**src/rtl/oled_spi_master.sv**
```systemverilog
// SPI master for dual-controller OLED panels: runs the panel hardware reset, then
// shifts command/data words out in SPI mode 0, MSB first, from a valid/ready stream.
module oled_spi_master #(
  parameter int CLK_DIV         = 2,
  parameter int WORD_W          = 8,
  parameter int NUM_CS          = 2,
  parameter int RES_LOW_CYCLES  = 500000,
  parameter int RES_WAIT_CYCLES = 500000,
  localparam int SEL_W = (NUM_CS > 1) ? $clog2(NUM_CS) : 1
) (
  input  logic              i_Clk,
  input  logic              i_Rst,
  input  logic              i_Valid,
  output logic              o_Ready,
  input  logic [WORD_W-1:0] i_Data,
  input  logic              i_DC,
  input  logic [SEL_W-1:0]  i_CS_Sel,
  input  logic              i_Res_Req,
  output logic              o_Done,
  output logic              o_Err,
  output logic              o_Res,
  output logic [NUM_CS-1:0] o_CS_n,
  output logic              o_DC,
  output logic              o_SCK,
  output logic              o_MOSI
);

  localparam int MAX_A   = (CLK_DIV > WORD_W) ? CLK_DIV : WORD_W;
  localparam int MAX_B   = (RES_LOW_CYCLES > RES_WAIT_CYCLES) ? RES_LOW_CYCLES : RES_WAIT_CYCLES;
  localparam int MAX_CNT = (MAX_A > MAX_B) ? MAX_A : MAX_B;
  localparam int CNT_W   = $clog2(MAX_CNT + 1);

  localparam logic [CNT_W-1:0] DIV_LAST  = CNT_W'(CLK_DIV - 1);
  localparam logic [CNT_W-1:0] BIT_LAST  = CNT_W'(WORD_W - 1);
  localparam logic [CNT_W-1:0] LOW_LAST  = CNT_W'(RES_LOW_CYCLES - 1);
  localparam logic [CNT_W-1:0] WAIT_LAST = CNT_W'(RES_WAIT_CYCLES - 1);

  typedef enum logic [2:0] {RST_LOW, RST_WAIT, IDLE, SETUP, SHIFT, HOLD} state_t;

  state_t            state;
  logic [CNT_W-1:0]  cnt;
  logic [CNT_W-1:0]  bit_cnt;
  logic              sel_err;
  logic [WORD_W-1:0] shreg;

  // Out-of-range selects leave every chip select inactive.
  function automatic logic [NUM_CS-1:0] cs_decode(input logic [SEL_W-1:0] sel);
    logic [NUM_CS-1:0] r;
    r = '1;
    for (int i = 0; i < NUM_CS; i++) begin
      if (int'(sel) == i) r[i] = 1'b0;
    end
    return r;
  endfunction

  // Word shift register: remaining bits after the one currently on o_MOSI.
  always_ff @(posedge i_Clk) begin
    if (state == IDLE && i_Valid && !i_Res_Req) begin
      shreg <= i_Data << 1;
    end else if (state == SHIFT && cnt == DIV_LAST && o_SCK) begin
      shreg <= shreg << 1;
    end
  end

  always_ff @(posedge i_Clk) begin
    o_Done <= 1'b0;
    o_Err  <= 1'b0;
    if (i_Rst) begin
      state   <= RST_LOW;
      cnt     <= '0;
      bit_cnt <= '0;
      sel_err <= 1'b0;
      o_Res   <= 1'b0;
      o_CS_n  <= '1;
      o_SCK   <= 1'b0;
      o_MOSI  <= 1'b0;
      o_DC    <= 1'b0;
      o_Ready <= 1'b0;
    end else begin
      case (state)
        RST_LOW: begin
          if (cnt == LOW_LAST) begin
            state <= RST_WAIT;
            cnt   <= '0;
            o_Res <= 1'b1;
          end else begin
            cnt <= cnt + 1'b1;
          end
        end
        RST_WAIT: begin
          if (cnt == WAIT_LAST) begin
            state   <= IDLE;
            cnt     <= '0;
            o_Ready <= 1'b1;
          end else begin
            cnt <= cnt + 1'b1;
          end
        end
        IDLE: begin
          if (i_Res_Req) begin
            state   <= RST_LOW;
            cnt     <= '0;
            o_Res   <= 1'b0;
            o_Ready <= 1'b0;
          end else if (i_Valid) begin
            state   <= SETUP;
            cnt     <= '0;
            o_Ready <= 1'b0;
            o_CS_n  <= cs_decode(i_CS_Sel);
            o_DC    <= i_DC;
            o_MOSI  <= i_Data[WORD_W-1];
            sel_err <= (int'(i_CS_Sel) >= NUM_CS);
          end
        end
        SETUP: begin
          if (cnt == DIV_LAST) begin
            state   <= SHIFT;
            cnt     <= '0;
            bit_cnt <= '0;
            o_SCK   <= 1'b1;
          end else begin
            cnt <= cnt + 1'b1;
          end
        end
        SHIFT: begin
          if (cnt != DIV_LAST) begin
            cnt <= cnt + 1'b1;
          end else begin
            cnt <= '0;
            if (o_SCK) begin
              // Falling edge: present the next bit; the last bit stays on the line.
              o_SCK <= 1'b0;
              if (bit_cnt != BIT_LAST) o_MOSI <= shreg[WORD_W-1];
            end else if (bit_cnt == BIT_LAST) begin
              state <= HOLD;
            end else begin
              bit_cnt <= bit_cnt + 1'b1;
              o_SCK   <= 1'b1;
            end
          end
        end
        HOLD: begin
          if (cnt == DIV_LAST) begin
            state   <= IDLE;
            cnt     <= '0;
            o_CS_n  <= '1;
            o_Ready <= 1'b1;
            o_Done  <= 1'b1;
            o_Err   <= sel_err;
          end else begin
            cnt <= cnt + 1'b1;
          end
        end
        default: begin
          state <= RST_LOW;
          cnt   <= '0;
          o_Res <= 1'b0;
        end
      endcase
    end
  end

endmodule

```
**config.mk**
```make
export PLATFORM = sky130hd
export DESIGN_NAME = oled_spi_master
export DESIGN_NICKNAME = d
export VERILOG_FILES = /design/src/rtl/oled_spi_master.sv
export SDC_FILE = /design/constraint.sdc
export NUM_CORES = 1
export LEC_CHECK = 0
export BUFFER_PORTS_ARGS = -buffer_cell sky130_fd_sc_hd__buf_2
export CAP_MARGIN = 20
export CORE_MARGIN = 3
export CORE_UTILIZATION = 30
export DETAILED_ROUTE_END_ITERATION = 7
export GPL_ROUTABILITY_DRIVEN = 0
export PLACE_DENSITY_LB_ADDON = 0.2
export REMOVE_ABC_BUFFERS = 1
export SYNTH_ARGS = -nofsm -noshare
export SYNTH_HDL_FRONTEND = slang
export SYNTH_SLANG_ARGS = --single-unit
```
**constraint.sdc**
```tcl
create_clock -name i_Clk -period 2.58 [get_ports i_Clk]
set_input_delay 0.516 -clock i_Clk [delete_from_list [all_inputs] [get_ports i_Clk]]
set_output_delay 0.516 -clock i_Clk [all_outputs]
set_load 0.03 [all_outputs]
```
=== Word-level counts from Yosys, hierarchy flattened ===
Cells that the tools add are included.

* Flip-flop bits (word level): 56
* Bits of input ports: 14
* Output and inout port bits: 9
* Word-level logic and storage cells: 110

* Add/sub/neg operators: 2
* Eq/ne operators: 24
* Multiplexer cells: 47
* Bitwise operators: 3
* Reduce and logical (&&, ||, !) cells: 23

{| class="wikitable"
|+ Operators with widths
! cell !! number
|-
| $mux W19 || 9
|-
| $pmux W19 S4 || 1
|-
| $add A19 B1 Y19 const B || 2
|-
| $pmux W19 S2 || 1
|-
| $mux W3 || 9
|-
| $ne A2 B2 Y1 const B || 11
|-
| $eq A19 B1 Y1 const B || 1
|-
| $eq A19 B19 Y1 const B || 1
|-
| $eq A19 B3 Y1 const B || 1
|-
| $ne A19 B1 Y1 const B || 1
|-
| $ne A19 B3 Y1 const B || 1
|-
| $pmux W3 S6 || 1
|-
| $mux W1 || 16
|-
| $mux W8 || 2
|-
| $reduce_and A3 Y1 || 3
|-
| $reduce_and A4 Y1 || 2
|-
| $reduce_and A8 Y1 || 1
|-
| $reduce_bool A2 Y1 || 4
|-
| $eq A3 B2 Y1 const B || 2
|-
| $eq A3 B3 Y1 const B || 2
|-
| $mux W2 || 3
|-
| $pmux W1 S3 || 2
|-
| $reduce_and A6 Y1 || 1
|-
| $reduce_or A2 Y1 || 3
|-
| 12 further kinds || 19
|}

=== Longest topological paths before layout ===
Gate-level depths: netlist (run 1).

* Depth in word-level cells: 5
* Gate-level depth with buffers: 9
* Mapped depth without buffers: 8

=== Least setup slack after synthesis (run 1) ===
Ideal clock, no wire load.

* Kind: flip-flop to flip-flop
* Start point: register cnt[3]
* End point: register bit_cnt[10]
* Setup time: 0.115 ns
* Data arrival time: 2.161 ns
* Data required time: 2.465 ns
* Path slack: 0.305 ns
* Stages on the path, launching flop included: 8
* Buffers on the path: 2
* Period minus slack after synthesis: 2.275 ns
* Cell sequence: dfxtp_1 buf_6 or4_4 or3_1 buf_6 or4_4 xor2_1 nor2_2

* Cells in the longest elaborated chain, start to end: 3
* Elaborated cells between the ends (all ways): 5
* Classes of those cells: eq/ne (4); reduce/logical (1)

{| class="wikitable"
|+ RTL lines
! what !! line !! RTL
|-
| start, declared || 41 || <nowiki>logic [CNT_W-1:0] cnt;</nowiki>
|-
| start signal, assigned || 87 || <nowiki>cnt <= cnt + 1'b1;</nowiki>
|-
| start signal, assigned || 96 || <nowiki>cnt <= cnt + 1'b1;</nowiki>
|-
| start signal, assigned || 122 || <nowiki>cnt <= cnt + 1'b1;</nowiki>
|-
| $eq A19 B1 Y1 / $ne A19 B1 Y1 (equally long branches) || 116, 126 ||
|-
| $ne A2 B2 Y1 (no source line) || -- ||
|-
| $reduce_and A5 Y1 (no source line) * || -- ||
|-
| end signal, assigned || 137 || <nowiki>bit_cnt <= bit_cnt + 1'b1;</nowiki>
|-
| end, declared || 42 || <nowiki>logic [CNT_W-1:0] bit_cnt;</nowiki>
|}

Mark *: on every way between the ends. The rest lies on a longest branch, timed or not.
A chain may end at the register's enable or synchronous reset.

=== Final worst setup path (run 1) ===
* Start point: register o_SCK
* End point: register bit_cnt[11]

* Cells in the longest elaborated chain, start to end: 2

{| class="wikitable"
|+ RTL lines
! what !! line !! RTL
|-
| start, declared || 24 || <nowiki>output logic o_SCK,</nowiki>
|-
| start signal, assigned || 75 || <nowiki>o_SCK <= 1'b0;</nowiki>
|-
| start signal, assigned || 120 || <nowiki>o_SCK <= 1'b1;</nowiki>
|-
| start signal, assigned || 132 || <nowiki>o_SCK <= 1'b0;</nowiki>
|-
| $ne A2 B2 Y1 (no source line) || -- ||
|-
| $reduce_and A5 Y1 (no source line) || -- ||
|}

Every way passes these cells.

==> results of run 1 <==
flip-flops by register name, summed over array words and instances (netlist names):
signal and cells:
shreg 7, o_CS_n 2, o_DC 1, bit_cnt 19, o_Done 1, o_Res 1, o_SCK 1, o_MOSI 1
cnt 19, state 3, o_Ready 1
power by group:
group	switching [mW]	internal [mW]	total [mW]
clock	0.288	0.289	0.577
sequential	0.00558	0.883	0.888
combinational	0.0491	0.0305	0.0796
metal layers:
| layer | track usage | routed length (um) | vias up | share of wire |
|---|---|---|---|---|
| li1 | - | - | 1293 | - |
| met5 | 0 | 0 | - | 0 |
| met1 | 0.185 | 3580 | 1113 | 0.52 |
| met4 | 0.0256 | 55 | 0 | 0.0079 |
| met3 | 0.0230 | 178 | 8 | 0.026 |
| met2 | 0.204 | 3110 | 41 | 0.45 |
synthesized netlist by cell type (all sizes together), types with 2 or more instances:
library cell / number / area share
or2: 4 / 0.0086
buf: 6 / 0.022
ha: 3 / 0.013
a31oi: 6 / 0.013
nand2: 44 / 0.058
nor2b: 4 / 0.0086
inv: 6 / 0.0077
xnor2: 15 / 0.045
o31ai: 3 / 0.0095
and2: 2 / 0.0043
nand3b: 2 / 0.0052
nor4: 18 / 0.039
nand3: 21 / 0.036
clkbuf: 11 / 0.015
nand4: 12 / 0.026
nor3: 9 / 0.015
o21ai: 7 / 0.012
or3: 6 / 0.013
nor2: 44 / 0.058
dfxtp: 49 / 0.34
or4: 2 / 0.0077
xor2: 14 / 0.042
nand2b: 7 / 0.015
a311oi: 3 / 0.0090
and3: 5 / 0.011
edfxtp: 7 / 0.072
nor4b: 3 / 0.0090
o21bai: 2 / 0.0052
and4: 4 / 0.012
a21oi: 16 / 0.028
final cells by class:
| type | instances | area [sq um] | share of cell area |
|---|---|---|---|
| multi-input combinational | 271 | 1590 | 0.484 |
| clock buffer | 6 | 72.6 | 0.0221 |
| inverter | 6 | 22.5 | 0.00686 |
| timing repair buffer | 35 | 210 | 0.0640 |
| sequential | 56 | 1190 | 0.363 |
| clock inverter | 2 | 35.0 | 0.0107 |
| tap | 129 | 161 | 0.0492 |
worst paths after layout:
check | slack (ps) | end | startpoint
setup / recovery | 260 | bit_cnt[11] | o_SCK
hold / removal | 440 | o_DC | i_DC
setup reg to reg | 260 | bit_cnt[11] | o_SCK
hold reg to reg | 460 | o_DC | o_DC
logic make-up after synthesis:
group	after synthesis	synth area share
simple gates	191	0.339
flops	56	0.409
compound gates	45	0.0981
xor+xnor	29	0.0873
buf+inv	23	0.0443
fa+ha+maj	3	0.0129
mux	2	0.00731
other cells	1	0.00129
stage by stage:
| step | worst slack [ps] | instances |
|---|---|---|
| floorplan | 187 | 333 |
| global placement | 322 | 497 |
| detailed placement | 315 | 497 |
| CTS | 292 | 505 |
| global route | 101 | 505 |
| finish | 264 | 505 |
critical path: stages (launching register included):
cell and delay (ps):
dfxtp_1 330, or4b_2 710, a31oi_1 210, nor3_1 90
buf_4 200, nor4_1 430, xnor2_1 170, nor2_1 50
==> results, run 1 <==
- The run finished with clean final reports.
- The minimum clock period is 2320 ps.
- The final hold violation count is 0.
- Adding up every negative setup slack in the final design gives 0 ps.
- The first global-routing pass estimated 11.7 mm of wire.
- STA classifies the critical path startpoint as a flop.
- The initial antenna violation count was 0.
- The library cell used as clock root buffer is clkbuf_8.
- For this run, the total global-route usage over all layers was measured as 0.129.
- Measured against its own limit, the worst slew margin works out to 0.599.
- The sum of routed wire length over all layers is 6.92 mm.
- The area inside the core boundary is 9330 sq um.
- The tree built by TritonCTS fans out to 56 sinks.
- Once layout is complete, the utilization of the core stands at 0.352.
- STA puts the critical path data required time at 2770 ps.
- The max-slew violation count came to 0.
- Across the run, the number of max-cap violations was 0.
- Timing would allow up to 0.432 GHz.
- In the final layout, the share of cells above drive strength 1 is 0.146.
- The clock reaches the later pin of the worst-skew pair after 310 ps.
- The number of cells on the worst reg-to-reg path is 7.
- By startpoint and endpoint, the worst setup path is classified as reg2reg.
- The top cell types in the final layout, fill and taps aside, are 49 x dfxtp_1, 43 x nor2_1, 43 x nand2_1.
- The transition at the pin with the smallest max-transition slack is 601 ps.
- Data on the critical path arrives at its endpoint at 2500 ps.
- In this run the cell area measured after placement is 3170 sq um.
- The power consumption is 1.55 mW.
- The count of nets left with antenna violations once routing finished came out at 0.
- The y dimension of the die is 104 um.
- The area growth from synthesis to layout is 12.8%.
- The clock tree from TritonCTS is done.
- The clock transition time at the flip-flop clock pins of the worst setup and hold paths is 100 ps.
- The repair_antennas step left the layout with diodes totalling 0.
- Summing over every cut layer, the via total after detailed routing is 2,455.
- The total congestion overflow after global routing is 0.
- Clock skew on the completed layout was measured at 9.46 ps.
- The minimum hold slack is 442 ps.
- Counting flops with an async set or reset pin after synthesis yields a share of 0.
- After clock tree synthesis, the repair step resized 0 gates.
- After the first detailed-routing iteration, the DRC count stood at 97.
- The floorplan has 35 rows.
- The starting density of the core is 0.312.
- The width of the chip is 104 um.
- The hold buffer count at cts is 0.
- The die covers 10,900 sq um.
- The first detailed-routing pass ran for 5 iterations.
- The worst setup path is captured at a flop.
- Power spread over the standard cell area amounts to 471 nW/um^2.
- Counting flops with a built-in enable in the synthesized netlist gives 7.
- VDD sags by at most 193 uV.
- After synthesis, the mean cell area works out to 8.31 sq um.
- Of the available clock period, the critical path in the final layout requires 0.898.
- The most common cell after layout, fill and taps aside is dfxtp_1.
- Setup repair after global routing left no endpoint under its margin.
- For this run, design rule violations remaining after detail routing come to 0.
- The class of the worst hold path is in2reg.
- The number of warnings issued by yosys is 0.
- The average via count per standard cell is 4.86.
- The placed wire-length estimate after detailed placement is 5.07 mm.
- Setup violations remaining at the end of the flow were counted as 0.
- The H-tree depth reported by CTS is 2.
- The highest net fanout along the worst path is 11.
- After routing the design area is 3280 sq um.
- Counting along the longest clock path gives a buffer depth of 2.
- Counting flops and latches in the post-synthesis netlist gives 56.
- The total CTS buffers is 5.
- In the final routed layout, each cell accounts on average for 13.7 um.
- The number of buffers added on ports is 21.
- At the end of the flow, the number of nets in the layout was 392.
- The worst hold path was traced through 3 stages.
- Of the synthesized area, sequential elements account for 0.409.
- In this run the cell area of the synthesized design comes to 2910 sq um.
- The buffer count from post-CTS setup fixing is 0.
- The top flip-flop cell by instance count after synthesis is dfxtp_1.
- The layout has 963 filler cells.
- In this run the count of I/O pins placed on the die edge is 23.
- The static power due to leakage is 1.16 nW.
- The netlist uses 51 different library cells.
- The largest net degree at the start of global routing is 22.
- The via count of the first global-routing pass is 2,323.
- The post-synthesis instance total is 350.
No activity file was read; power rests on OpenSTA's default activity.
==> inputs of run 2 (changes only) <==
--- a/config.mk
+++ b/config.mk
@@ -7,6 +7,7 @@
 export LEC_CHECK = 0
 export BUFFER_PORTS_ARGS = -buffer_cell sky130_fd_sc_hd__buf_2
 export CAP_MARGIN = 20
+export CORE_ASPECT_RATIO = 0.8
 export CORE_MARGIN = 3
 export CORE_UTILIZATION = 30
 export DETAILED_ROUTE_END_ITERATION = 7
==> run 2 against run 1 <==
Against the previous run:
- die area hardly changed
- setup slack better by 14 ps
- fmax is 0.62% higher
- final area is 0.65% higher
- highest routed layer unchanged
- wire length is 1.2% higher
- combinational power is 1% lower
- utilization is 0.60 points higher
- critical path type unchanged
- first-iteration DRC count is 140% higher
==> results, run 2 (synthesis results as in run 1) <==
- The biggest cell delay along the critical path came to 550 ps (-160 ps).
- The number of antenna-violating nets in the routed design came to 0 (unchanged).
- The number of buffer and inverter stages on the critical path is 1 (unchanged).
- The maximum vdd ir drop is 230 uV (+19%).
- The final non-filler cell area is 3300 sq um (+0.65%).
- Setup repair after global routing left no endpoint under its margin.
- The deepest clock path buffer count is 2 (unchanged).
- The final hold violation count is 0 (unchanged).
- Relative to the synthesized area, the layout overhead comes to 13.5%.
- The worst slack at placement came to 300 ps (-15.7 ps).
- Leaving out fill and tap cells, the most frequent cells in the layout are 49 x dfxtp_1, 43 x nor2_1, 43 x nand2_1.
- The final total negative setup slack is 0 ps (unchanged).
- STA classifies the critical path startpoint as a flop.
- The number of cells on the worst reg-to-reg path is 6 (-1).
- The max capacitance violation total came to 0 (unchanged).
- The worst hold path depth is 3 (unchanged).
- The number of top-level design ports is 23 (unchanged).
- The number of filler instances in the final layout is 996 (+3.4%).
- The startpoint identified for the worst hold timing path is i_DC.
- The sum of routed wire length over all layers came to 7.01 mm (+1.2%).
- The peak clock frequency supported by timing came to 0.434 GHz (+0.62%).
- The y dimension of the die was 94.1 um (-10%).
- The initial antenna violation count is 0 (unchanged).
- The starting density of the core was 0.315 (+0.00325).
- The required time at the endpoint of the critical path is 2740 ps (-30 ps).
- The largest net degree at the start of global routing is 22 (unchanged).
- The H-tree depth reported by CTS came to 2 (unchanged).
- The max-slew violation count is 0 (unchanged).
- The latest clock arrival within the worst-skew pair was 290 ps (-20 ps).
- The worst reg2reg path startpoint is cnt[3].
- The most common cell after layout, fill and taps aside is dfxtp_1.
- The count of cells resized by post-cts repair is 0 (unchanged).
- The transition at the pin with the smallest max-transition slack is 593 ps (-8.76 ps).
- The number of buffers added on ports came to 21 (unchanged).
- The minimum hold slack is 452 ps (+10.7 ps).
- The static power due to leakage was 1.17 nW (+1.3%).
- The arrival time of data at the critical path endpoint was 2460 ps (-40 ps).
- The average wire length per cell after detail routing is 14.3 um (+4.1%).
- The minimum clock period is 2300 ps (-14.2 ps).
- Traced cell by cell, the critical path runs through or4_4 > or3_1 > buf_4 > nor4_1 > xnor2_1 > nor2_1.
- The total congestion overflow after global routing is 0 (unchanged).
- The largest registers in the layout are bit_cnt (19), cnt (19), shreg (7).
- The average via count per standard cell came to 5.15 (+6.0%).
- The power density normalized to cell area is 503 nW/um^2 (+6.9%).
- The type of element capturing the critical path is a flop.
- The final routed DRC violation total is 0 (unchanged).
- The master of the slowest instance on the critical path is or4_4.
- The number of DRC violations after detailed-routing iteration 0 is 230 (+140%).
- The total CTS buffers is 5 (unchanged).
- The via count of the first global-routing pass is 2,358 (+1.5%).
- The width of the chip was 116 um (+11%).
- The library cell used as clock root buffer is clkbuf_16.
- The highest net fanout along the worst path is 8 (-3).
- The min-delay analysis places its worst path in the category in2reg.
- The cell family contributing the most delay on the critical path is simple AND/OR/NAND/NOR gates.
- The post-place instance area is 3160 sq um (-0.55%).
- The proportion of layout cells with a drive suffix above 1 is 0.149 (+0.00266).
- The register-to-register setup slack is 280 ps (about the same).
- The number of diodes added for antenna fixing is 0 (unchanged).
- The run finished with clean final reports.
- The utilization after layout is 0.358 (+0.00598).
- The area inside the core boundary is 9230 sq um (-1.0%).
- The path with the worst hold slack has its endpoint at o_DC.
- The floorplan row count was 31 (-11%).
- The buffer count from post-CTS setup fixing is 0 (unchanged).
- The maximum clock skew at final layout is 6.64 ps (-2.82 ps).
- The die outline area came to 10,900 sq um (about the same).
- The TritonCTS sink count is 56 (unchanged).
- The total via count in the routed design is 2,530 (+3.1%).
- The final-stage net count is 392 (unchanged).
- The global-route usage over all layers was 0.135 (+0.00624).
- The clock tree from TritonCTS is done.
- The relative slew slack came to 0.601 (+0.00220).
- The hold buffer count at cts is 0 (unchanged).
- The minimum setup slack in the final design is 278 ps (+14.2 ps).
- The class of the most critical setup path is reg2reg.
- The total iterations of the first detailed-routing run is 4 (-1).
- The post-route clock period utilization came to 0.892 (-0.00551).
- The placed wire-length estimate after detailed placement is 5.15 mm (+1.6%).
- The clock transition time at the flip-flop clock pins of the worst setup and hold paths came to 80 ps (-20 ps).
- The final-report setup violation count was 0 (unchanged).
- The wire length of the first global-routing pass is 11.9 mm (+1.3%).
- The endpoint of the most critical register-to-register path is bit_cnt[17].
[run 2: cell count changes in the layout (fill, tap and decap cells not counted), sizes merged]
cell / before / now
clkinvlp: 0 / 1
inv: 6 / 7
clkbuf: 6 / 5
bufinv: 1 / 0
[run 2: power by group]
| part | switching [mW] | internal (mW) | total (mW) |
|---|---|---|---|
| clock network | 0.333 | 0.363 | 0.696 |
| logic | 0.0480 | 0.0305 | 0.0785 |
| registers | 0.00596 | 0.882 | 0.888 |
| total | 0.387 | 1.28 | 1.66 |
[run 2: layout make-up]
cell class              instances  area [sq um]  share of cell area
well taps                     115           144              0.0436
multi-input cells             271          1590               0.481
clock inverters                 3          21.3             0.00644
clock buffers                   5           125              0.0379
repair buffers                 35           210              0.0636
flip-flops and latches         56          1190               0.361
inverters                       6          22.5             0.00682
[run 2: worst max path at each step]
stage               slack, ps  depth (start not counted)     endpoint  startpoint
finish                    280                          6  bit_cnt[17]      cnt[3]
global route              130                          7      o_Ready      cnt[0]
CTS                       280                          6  bit_cnt[17]      cnt[3]
detailed placement        300                          6  bit_cnt[17]      cnt[3]
global placement          290                          7  bit_cnt[11]       o_SCK
floorplan                 190                          7  bit_cnt[16]  bit_cnt[0]
[run 2: worst reg2reg max path, cell delays in order (launching register included)]
cell     delay [ps]
dfxtp_1         390
or4_4           550
or3_1           460
buf_4           190
nor4_1          370
xnor2_1         170
nor2_1           50
[run 2: per-layer routing]
layer	track usage	routed length [um]	vias to the layer above
met5	0	0	-
met4	0.0377	76	0
met3	0.0219	308	7
met2	0.179	2690	54
met1	0.219	3940	1171
li1	-	-	1298
[run 2: metrics by stage]
stage / power (mW) / instances
4_1_cts: 1.68 / 491
3_5_place_dp: 0.987 / 483
6_report: 1.66 / 491
5_1_grt: 1.74 / 491
2_1_floorplan: 0.948 / 333
3_3_place_gp: 0.987 / 483
==> inputs of run 3 (changes only) <==
--- a/config.mk
+++ b/config.mk
@@ -9,7 +9,7 @@
 export CAP_MARGIN = 20
 export CORE_ASPECT_RATIO = 0.8
 export CORE_MARGIN = 3
-export CORE_UTILIZATION = 30
+export CORE_UTILIZATION = 59
 export DETAILED_ROUTE_END_ITERATION = 7
 export GPL_ROUTABILITY_DRIVEN = 0
 export PLACE_DENSITY_LB_ADDON = 0.2
==> run 3 against run 2 <==
Against the previous run:
- global-route usage rose by 9.8 points
- wire length decreased by 8.9%
- fmax decreased by 1.4%
- clock-buffer cell count is the same
- non-clock buffer count fell by 1
- clock power down 20%
- utilization rose by 32 points
- hold slack worse by 4.8 ps
- largest power group unchanged
- sequential power barely moved
==> results, run 3 (synthesis results as in run 1) <==
- The run finished with clean final reports.
- The peak clock frequency supported by timing is 0.428 GHz (-1.4%).
- The number of DRC violations after detailed-routing iteration 0 was 239 (+3.9%).
- The max capacitance violation total came to 0 (unchanged).
- The final-report setup violation count is 0 (unchanged).
- The relative slew slack is 0.569 (-0.0328).
- The hold buffer count at cts came to 0 (unchanged).
- The part of the total power dissipated in sequential elements was 0.583 (+0.049).
- The share of power burned in combinational logic came to 0.050 (+0.003).
- The most common cell after layout, fill and taps aside is dfxtp_1.
- The area taken by multi-input logic gates is 1590 sq um (unchanged).
- The count of cells resized by post-cts repair is 0 (unchanged).
- The minimum clock period was 2330 ps (+31.9 ps).
- The highest net fanout along the worst path is 11 (+3).
- The static power due to leakage is 1.15 nW (-1.9%).
- The number of diodes added for antenna fixing is 0 (unchanged).
- The maximum vdd ir drop is 331 uV (+44%).
- The power density normalized to cell area is 478 nW/um^2 (-4.9%).
- The worst slack at placement was 304 ps (+4.58 ps).
- The sum of routed wire length over all layers was 6.38 mm (-8.9%).
- The global-route usage over all layers is 0.233 (+0.0978).
- The total CTS buffers came to 5 (unchanged).
- The number of antenna-violating nets in the routed design is 0 (unchanged).
- The latest clock arrival within the worst-skew pair is 300 ps (about the same).
- The via count of the first global-routing pass is 2,416 (+2.5%).
- The worst hold path depth is 3 (unchanged).
- The total via count in the routed design is 2,587 (+2.3%).
- The width of the chip was 84.5 um (-27%).
- The floorplan row count is 22 (-29%).
- The type of element capturing the critical path is a flop.
- The register area came to 1190 sq um (unchanged).
- The final total negative setup slack was 0 ps (unchanged).
- The area inside the core boundary was 4680 sq um (-49%).
- The clock tree from TritonCTS is done.
- The number of cells on the worst reg-to-reg path is 7 (+1).
- The final standard cell count with taps included and fillers excluded was 435 (-11%).
- The average via count per standard cell came to 5.95 (+15%).
- The post-route clock period utilization was 0.905 (+0.0123).
- The initial antenna violation count came to 0 (unchanged).
- The starting density of the core was 0.622 (+0.307).
- The transition at the pin with the smallest max-transition slack came to 647 ps (+54.6 ps).
- The wire length of the first global-routing pass was 11.1 mm (-6.8%).
- The number of cells after detailed placement is 427 (-12%).
- The required time at the endpoint of the critical path is 2760 ps (+20 ps).
- The minimum hold slack is 447 ps (-4.80 ps).
- The largest net degree at the start of global routing is 22 (unchanged).
- The arrival time of data at the critical path endpoint is 2510 ps (+50 ps).
- In the final layout, the registers with the most flip-flops are bit_cnt (19), cnt (19), shreg (7).
- The proportion of layout cells with a drive suffix above 1 was 0.141 (-0.00760).
- The placed wire-length estimate after detailed placement was 4.71 mm (-8.6%).
- The number of top-level design ports came to 23 (unchanged).
- The number of buffers added on ports came to 21 (unchanged).
- The final-stage net count is 391 (-0.26%).
- The switching fraction of total power was 0.216 (-0.0165).
- The total congestion overflow after global routing is 0 (unchanged).
- The internal power came to 1.20 mW (-6.3%).
- The number of filler instances in the final layout is 378 (-62%).
- The library cells used most frequently in the layout, excluding fill and tap cells, are 49 x dfxtp_1, 43 x nor2_1, 43 x nand2_1.
- The switching power of the nets is 0.330 mW (-15%).
- The power consumption is 1.52 mW (-8.3%).
- The library cell used as clock root buffer is clkbuf_8.
- The launching element type of the critical path is a flop.
- The minimum setup slack in the final design is 246 ps (-31.9 ps).
- The maximum clock skew at final layout is 7.62 ps (+0.985 ps).
- The TritonCTS sink count is 56 (unchanged).
- The power share of the clock group was 0.367 (-0.051).
- The clock transition time at the flip-flop clock pins of the worst setup and hold paths is 100 ps (+20 ps).
- The average wire length per cell after detail routing is 14.7 um (+2.8%).
- The total iterations of the first detailed-routing run is 7 (+3).
- Setup repair after global routing left no endpoint under its margin.
- The class of the worst hold path is in2reg.
- The buffer count from post-CTS setup fixing is 0 (unchanged).
- The final hold violation count is 0 (unchanged).
- The y dimension of the die is 68.8 um (-27%).
- The H-tree depth reported by CTS came to 2 (unchanged).
- The die outline area is 5810 sq um (-47%).
- The area growth from synthesis to layout is 9.55%.
- The class of the most critical setup path is reg2reg.
- The final routed DRC violation total came to 0 (unchanged).
- The deepest clock path buffer count is 2 (unchanged).
- The max-slew violation count came to 0 (unchanged).
run 3: critical path: stages, from the launching register on:
cell and delay (ps):
dfxtp_1 320, or4b_2 720, a31oi_1 220, nor3_1 100, buf_4 200, nor4_1 430
xnor2_1 170, nor2_1 50
run 3: final timing paths:
kind / to / slack (ps) / startpoint
max: bit_cnt[11] / 250 / o_SCK
min: o_DC / 450 / i_DC
max reg2reg: bit_cnt[11] / 250 / o_SCK
min reg2reg: o_DC / 460 / o_DC
run 3: power groups by stage:
stage          Sequential (mW)  Clock, mW  Combinational, mW
5_1_grt                  0.889      0.599             0.0872
6_report                 0.889      0.560             0.0766
2_1_floorplan            0.907          0             0.0407
4_1_cts                  0.888      0.566             0.0762
3_3_place_gp             0.908          0             0.0728
3_5_place_dp             0.909          0             0.0753
run 3: final cells by class:
class                   count  share of cell area
clock inverters             3              0.0118
multi-input cells         271               0.499
repair buffers             34              0.0636
well taps                  60              0.0236
flip-flops and latches     56               0.374
inverters                   6             0.00707
clock buffers               5              0.0216
run 3: per-stage QoR:
step           utilization  area [sq um]
2_1_floorplan            -          2800
3_3_place_gp         0.658          3080
3_5_place_dp         0.658          3080
4_1_cts              0.681          3190
5_1_grt              0.681          3190
6_report             0.681          3190
run 3: layer usage:
layer | vias to the layer above | global-route usage | wire (um)
met2 | 68 | 0.390 | 2980
met3 | 4 | 0.0428 | 305
met5 | - | 0 | 0
li1 | 1290 | - | -
met4 | 0 | 0.0494 | 39
met1 | 1225 | 0.320 | 3050
